[config.mk]
export PLATFORM = sky130hd
export DESIGN_NAME = cpu_step_controller
export DESIGN_NICKNAME = d
export VERILOG_FILES = /design/src/rtl/cpu_step_controller_pkg.sv /design/src/rtl/cpu_step_controller_button_debouncer.sv /design/src/rtl/cpu_step_controller.sv
export SDC_FILE = /design/constraint.sdc
export NUM_CORES = 1
export LEC_CHECK = 0
export CAP_MARGIN = 10
export CORE_ASPECT_RATIO = 1.1
export CORE_MARGIN = 5
export CORE_UTILIZATION = 40
export DETAILED_ROUTE_END_ITERATION = 12
export GPL_TIMING_DRIVEN = 0
export REMOVE_ABC_BUFFERS = 1
export SYNTH_ARGS = -nofsm -noshare
export SYNTH_HDL_FRONTEND = slang
export SYNTH_SLANG_ARGS = --single-unit
[constraint.sdc]
create_clock -name clk_in -period 2.2 [get_ports clk_in]
set_input_delay 0.44 -clock clk_in [delete_from_list [all_inputs] [get_ports clk_in]]
set_output_delay 0.44 -clock clk_in [all_outputs]
set_load 0.01 [all_outputs]
[src/rtl/cpu_step_controller_pkg.sv]
// Shared definitions for the CPU step controller: state encoding and defaults.
package cpu_step_controller_pkg;

    localparam int unsigned DEBOUNCE_CYCLES_DEFAULT = 1000000;
    localparam int unsigned STATE_W                 = 2;

    typedef enum logic [STATE_W-1:0] {
        ST_IDLE   = 2'd0,
        ST_RUN    = 2'd1,
        ST_STEP   = 2'd2,
        ST_HALTED = 2'd3
    } state_t;

endpackage

[src/rtl/cpu_step_controller_button_debouncer.sv]
// Button debouncer: 2-FF input synchronizer, then the clean output follows the
// synced input only after CYCLES consecutive samples that differ from it.
module button_debouncer
    import cpu_step_controller_pkg::*;
#(
    parameter int unsigned CYCLES = DEBOUNCE_CYCLES_DEFAULT
) (
    input  logic clk_in,
    input  logic rst,
    input  logic raw,
    output logic clean
);

    localparam int unsigned CW = $clog2(CYCLES + 1);

    logic          raw_s1;
    logic          raw_s2;
    logic [CW-1:0] cnt;

    // Synchronize the raw button and count how long it disagrees with clean.
    always_ff @(posedge clk_in) begin
        if (rst) begin
            raw_s1 <= 1'b0;
            raw_s2 <= 1'b0;
            cnt    <= '0;
            clean  <= 1'b0;
        end else begin
            raw_s1 <= raw;
            raw_s2 <= raw_s1;
            if (raw_s2 == clean) begin
                cnt <= '0;
            end else if (cnt == CW'(CYCLES - 1)) begin
                clean <= raw_s2;
                cnt   <= '0;
            end else begin
                cnt <= cnt + CW'(1);
            end
        end
    end

endmodule

[src/rtl/cpu_step_controller.sv]
// CPU step controller: turns slow_clk rising edges into single-cycle cpu_ce
// pulses in run mode, issues one pulse per debounced button press in step mode,
// and locks out the CPU permanently once it reports halt.
module cpu_step_controller
    import cpu_step_controller_pkg::*;
#(
    parameter int unsigned DEBOUNCE_CYCLES = DEBOUNCE_CYCLES_DEFAULT,
    parameter int unsigned CNT_W           = 32
) (
    input  logic             clk_in,
    input  logic             rst,
    input  logic             slow_clk,
    input  logic             mode_run,
    input  logic             step_btn,
    input  logic             halt,
    output logic             cpu_ce,
    output logic [1:0]       state,
    output logic [CNT_W-1:0] step_count
);

    logic   s1;
    logic   s2;
    logic   s3;
    logic   tick;
    logic   db;
    logic   db_q;
    logic   step_req;
    state_t state_q;

    button_debouncer #(
        .CYCLES (DEBOUNCE_CYCLES)
    ) u_debouncer (
        .clk_in (clk_in),
        .rst    (rst),
        .raw    (step_btn),
        .clean  (db)
    );

    // slow_clk is data here: synchronize, then keep a delayed copy for edge detect.
    always_ff @(posedge clk_in) begin
        if (rst) begin
            s1   <= 1'b0;
            s2   <= 1'b0;
            s3   <= 1'b0;
            db_q <= 1'b0;
        end else begin
            s1   <= slow_clk;
            s2   <= s1;
            s3   <= s2;
            db_q <= db;
        end
    end

    assign tick     = s2 & ~s3;
    assign step_req = db & ~db_q;

    // Control FSM; halt outranks every other request, HALTED leaves only via reset.
    always_ff @(posedge clk_in) begin
        if (rst) begin
            state_q <= ST_IDLE;
            cpu_ce  <= 1'b0;
        end else begin
            cpu_ce <= 1'b0;
            case (state_q)
                ST_IDLE: begin
                    if (halt) begin
                        state_q <= ST_HALTED;
                    end else if (mode_run) begin
                        state_q <= ST_RUN;
                    end else if (step_req) begin
                        state_q <= ST_STEP;
                        cpu_ce  <= 1'b1;
                    end
                end
                ST_RUN: begin
                    if (halt) begin
                        state_q <= ST_HALTED;
                    end else if (!mode_run) begin
                        state_q <= ST_IDLE;
                    end else if (tick) begin
                        cpu_ce <= 1'b1;
                    end
                end
                ST_STEP: begin
                    state_q <= halt ? ST_HALTED : ST_IDLE;
                end
                ST_HALTED: begin
                    state_q <= ST_HALTED;
                end
            endcase
        end
    end

    // Count every issued pulse; wraps silently.
    always_ff @(posedge clk_in) begin
        if (rst) begin
            step_count <= '0;
        end else if (cpu_ce) begin
            step_count <= step_count + CNT_W'(1);
        end
    end

    assign state = state_q;

endmodule

## Yosys cells after proc, flatten, opt, wreduce, memory -nomap -nowiden

Index checks and enable logic that the tools add are counted.

| cells by class | value |
|---|---|
| add/subtract/negate cells | 2 |
| equality and inequality tests | 7 |
| muxes and demuxes | 14 |
| bitwise gates (word level) | 5 |
| reductions and logical operators | 4 |

Operators with widths:

| cell | count |
|---|---|
| 32-bit by 1-bit adder with 32-bit output, second input constant | 1 |
| 20-bit by 1-bit adder with 20-bit output, second input constant | 1 |
| 20-bit == test, second input constant | 1 |
| 2-bit 2-to-1 mux | 6 |
| 2-bit one-hot mux with 4 select lines | 1 |
| 1-bit 2-to-1 mux | 6 |
| 2-bit == test, second input constant | 2 |
| 4-bit inequality test, second input constant | 1 |
| 2-bit AND reduction | 2 |
| 3-bit inequality test, second input constant | 1 |
| 1-bit inverter | 3 |
| 3-bit OR reduction | 1 |
| 1-bit bitwise AND | 2 |
| 2-bit by 1-bit == test with 1-bit output, second input constant | 1 |
| 2-bit logical NOT | 1 |
| 1-bit one-hot mux with 2 select lines | 1 |
| 1-bit == test | 1 |

| word-level totals | value |
|---|---|
| register bits after elaboration | 62 |
| bits of input ports | 6 |
| output and inout bits | 35 |
| word-level logic and storage cells | 43 |

## Logic depth before layout (Yosys ltp)

| logic depth | value |
|---|---|
| depth in word-level cells | 6 |
| gate-level depth with buffers | 7 |
| gate-level depth less buffers | 6 |

## By module

Synthesis repeated with hierarchy kept, for this count alone.

| second synthesis, totals | value |
|---|---|
| cell total of the unflattened synthesis | 335 |
| area total of the unflattened synthesis | 2967.8 µm² |

By module, submodules not included:

| module | times used | cells an instance | area each (µm²) | sequential area each (µm²) |
|---|---|---|---|---|
| cpu_step_controller | 1 | 219 | 1909.3 | 780.7 |
| button_debouncer | 1 | 116 | 1058.5 | 460.4 |

## Worst setup path before layout

OpenSTA, ideal clock, no wires.

| timing path | value |
|---|---|
| path type | register to register |
| start point | register step_count[0] |
| end point | register step_count[26] |
| library setup time | 0.070 ns |
| arrival | 2.001 ns |
| required time | 2.130 ns |
| slack | 0.129 ns |
| cell stages (with the launch flop) | 7 |
| buffers on the path | 1 |
| clock period less this slack | 2.071 ns |
| cell sequence | dfxtp_1 ha_1 and3_1 or4b_4 buf_6 or4_1 a21oi_1 |

| between the ends | value |
|---|---|
| longest elaborated chain between the ends | 1 |

Ends and longest elaborated chain:

| element | RTL line | source |
|---|---|---|
| start: declaration | cpu_step_controller.sv:18 | `output logic [CNT_W-1:0] step_count` |
| start signal: assignment | cpu_step_controller.sv:99 | `step_count <= step_count + CNT_W'(1);` |
| 32-bit by 1-bit adder with 32-bit output | cpu_step_controller.sv:99 |  |

Every way passes these cells.
A chain may end at the register's enable or synchronous reset.

## Worst setup path after layout

| timing path | value |
|---|---|
| start point | register step_count[7] |
| end point | register step_count[31] |

The elaborated chain is that of the path after synthesis.

==> results.md <==
- Combinational Power Share: 0.104
- Worst Hold Depth: 1
- Min-Delay Path Class: flop to flop
- Worst Setup End Kind: flop
- Slowest cell delay on critical path: roughly 0.65 ns
- Ys flop type: dfxtp_1
- Port bufs: 40
- Tot GR Track Use: 0.133
- Crit-path cells: nand4_1, buf_4, or4_4, nor4_2, mux2_2
- Die height: 98.8 microns
- Hold_buf cts: 0
- Total CTS buffers: 9
- Sw Pwr: 0.614 mW
- Grt ovf: 0
- Netlist cell types: 42
- Worst path arrival time: 2.35 ns
- Kind of critical path: flop to flop
- CTS tree: built
- Core area: 7010 sq um
- Pre-antenna DRT Iters: 4
- Pre-CTS setup slack: -0.169 ns
- Area Growth Syn to Fin: 26.7%
- Largest net degree at the start of global routing: 47
- Most crowded layer after global routing: met2
- Die ar.: about 9000 sq um
- Least-Margin Pin Slew: 0.820 ns
- Share of cells above drive strength 1: 0.108
- Initial antenna violation count: 0
- N_diodes: 0
- Slew HR: 0.453
- Clock transition at path regs: 0.07 ns
- Ys Warns: 0
- Final hold vios: 0
- Required time of the critical path: 2.43 ns
- Commonest cells in the synthesized netlist: dfxtp_1, nor2_1, a21oi_1, or4_1
- Routed via count: 2484
- # fillers: 654
- Vias per cell: 5.45
- Number of global-route vias before repair: 2187
- Final Cycle Share: 0.964
- DRT Wirelength: 6.25 mm
- Int Pwr: about 2.0 mW
- Startpoint Class: flop
- Initial DRC Count: ~120
- Number of flops mapped to enable cells by yosys: 0
- Met2 Usage GRT: 0.219
- Ports: 41
- Outcome: finished clean
- Die W: 90.7 microns
- Post-route ant nets: 0
- Root buf cell: clkbuf_8
- Routed len/inst: 13.7 microns
- VDD IR max: 0.000455 V
- First-pass GRT wire length: 10.1 mm
- Worst skew pair latency: 0.34 ns
- M3 GR Usage: 0.0298
- Cell Pwr Density: between 700 and 800 nW/um^2
- Mapped Avg Cell Area: 8.87 sq um
- Max-Cap Viols: 0
- # rows: 32
- Crit path time final: between 2 and 2.5 ns
- Top post-synthesis cells by area: dfxtp_1, or4_1, a21oi_1
- Post-synth ARST share: 0
- CP max stage cell: or4_4
- Fin. max-slew vios: 0
- Cells after Synth: 323
- Starting Density: 0.409
- Worst-path fanout max: 14
- Met1 Use GR: 0.170
- Area leader, netlist: dfxtp_1
- Worst r2r path cells: 5
- Clock Tree Buf Depth: 2
- Post-Syn Area: approximately 2900 sq um
- Drc violations: 0
- Leakage: between 1 and 1.5 nW
- Count leader, synth: dfxtp_1
- Final WS setup: 0.0796 ns
- Yosys top cell area share: 0.433
- Clock skew: 0.0141 ns
- Post-synthesis sequential area ratio: 0.433
- H-Tree Depth: 3
- Clock group share of total power: 0.448
- Yosys reg bits: 62
- RePlAce Congestion: 0.744
- Detailed Place HPWL: 4.00 mm
- Peak Freq: 472 MHz
- Nets: 378
- Final setup violation count: 0
- Sw frac: 0.237
- Unrepaired setup endpoints after global routing: true
- TritonCTS sink count: 62
- Sequential power share: 0.448
- Hold slack final: 0.453 ns
==> cell usage in the layout (no fill, tap or decap), types with 7 or more instances in the layout <==
cell type / Yosys / final
clkdlybuf4s50_1: 0 / 39
inv_1: 13 / 13
xnor2_1: 11 / 11
nand2_1: 18 / 18
nand3_1: 16 / 15
dfxtp_1: 62 / 59
nor2_1: 31 / 31
a21oi_1: 28 / 28
o31ai_1: 18 / 18
nor2b_1: 8 / 8
clkbuf_8: 0 / 11
xor2_1: 14 / 14
nand4_1: 9 / 9
or4_1: 19 / 18
or3_1: 7 / 7
==> state kept, by name (all words and copies together), names as in the netlist <==
register            count
s3                      1
u_debouncer.cnt        20
u_debouncer.raw_s2      1
u_debouncer.raw_s1      1
u_debouncer.clean       1
step_count             32
s1                      1
s2                      1
state                   2
cpu_ce                  1
db_q                    1
==> layer usage <==
metal,share of wire,up-vias
met5,0,-
met2,0.48,45
li1,-,1274
met4,0.014,0
met3,0.044,10
met1,0.46,1155
==> power by group through the flow <==
stage / clock, mW / combinational (mW) / sequential (mW)
6_report: 1.16 / 0.269 / 1.16
5_1_grt: 1.24 / 0.303 / 1.17
4_1_cts: 1.19 / 0.267 / 1.16
3_5_place_dp: 0 / 0.265 / 1.19
3_3_place_gp: 0 / 0.265 / 1.19
2_1_floorplan: 0 / 0.172 / 1.19
==> through the flow <==
stage | util | TNS (ns) | instance area (sq um) | instances | total power, mW
2_1_floorplan | - | 0 | 2800 | 310 | 1.37
3_3_place_gp | 0.473 | -18.56 | 3310 | 435 | 1.45
3_5_place_dp | 0.472 | -0.286 | 3310 | 435 | 1.45
4_1_cts | 0.510 | 0 | 3570 | 453 | 2.62
5_1_grt | 0.518 | -0.0150 | 3630 | 456 | 2.70
6_report | 0.518 | 0 | 3630 | 456 | 2.59
==> repair_timing <==
action,CTS,global route
gates cloned,0,1
gates resized for setup,5,5
setup endpoints to repair,6,25
buffers inserted,2,2
pin swaps,0,2
==> kinds of logic after synthesis <==
family | count (synthesis) | synth area share
AO/OA/AOI/OAI | 59 | 0.130
XOR/XNOR | 25 | 0.0764
adder cells (fa/ha/maj) | 6 | 0.0262
buffers and inverters | 26 | 0.0384
flip-flops | 62 | 0.433
multiplexers | 3 | 0.0114
AND/OR/NAND/NOR | 142 | 0.284
==> final timing paths <==
| path | from | endpoint | slack, ns |
|---|---|---|---|
| max | step_count[7] | step_count[31] | 0.08 |
| min | u_debouncer.raw_s1 | u_debouncer.raw_s2 | 0.45 |
| max reg2reg | step_count[7] | step_count[31] | 0.08 |
| min reg2reg | u_debouncer.raw_s1 | u_debouncer.raw_s2 | 0.45 |
==> final cells by class <==
class,instances,area (sq um),area share
multi-input combinational,236,1560,0.430
sequential,62,1240,0.343
timing repair buffer,44,438,0.121
clock buffer,11,151,0.0417
tap,85,106,0.0293
clock inverter,5,81.3,0.0224
inverter,13,48.8,0.0134
==> worst max-delay path: cells and delay by family, from the launching register on <==
family                 cells  cell delay, ns
flip-flops                 1            0.42
buffers and inverters      1            0.18
AND/OR/NAND/NOR            3            1.03
multiplexers               1            0.37
Power figures use the tool's default switching activity.
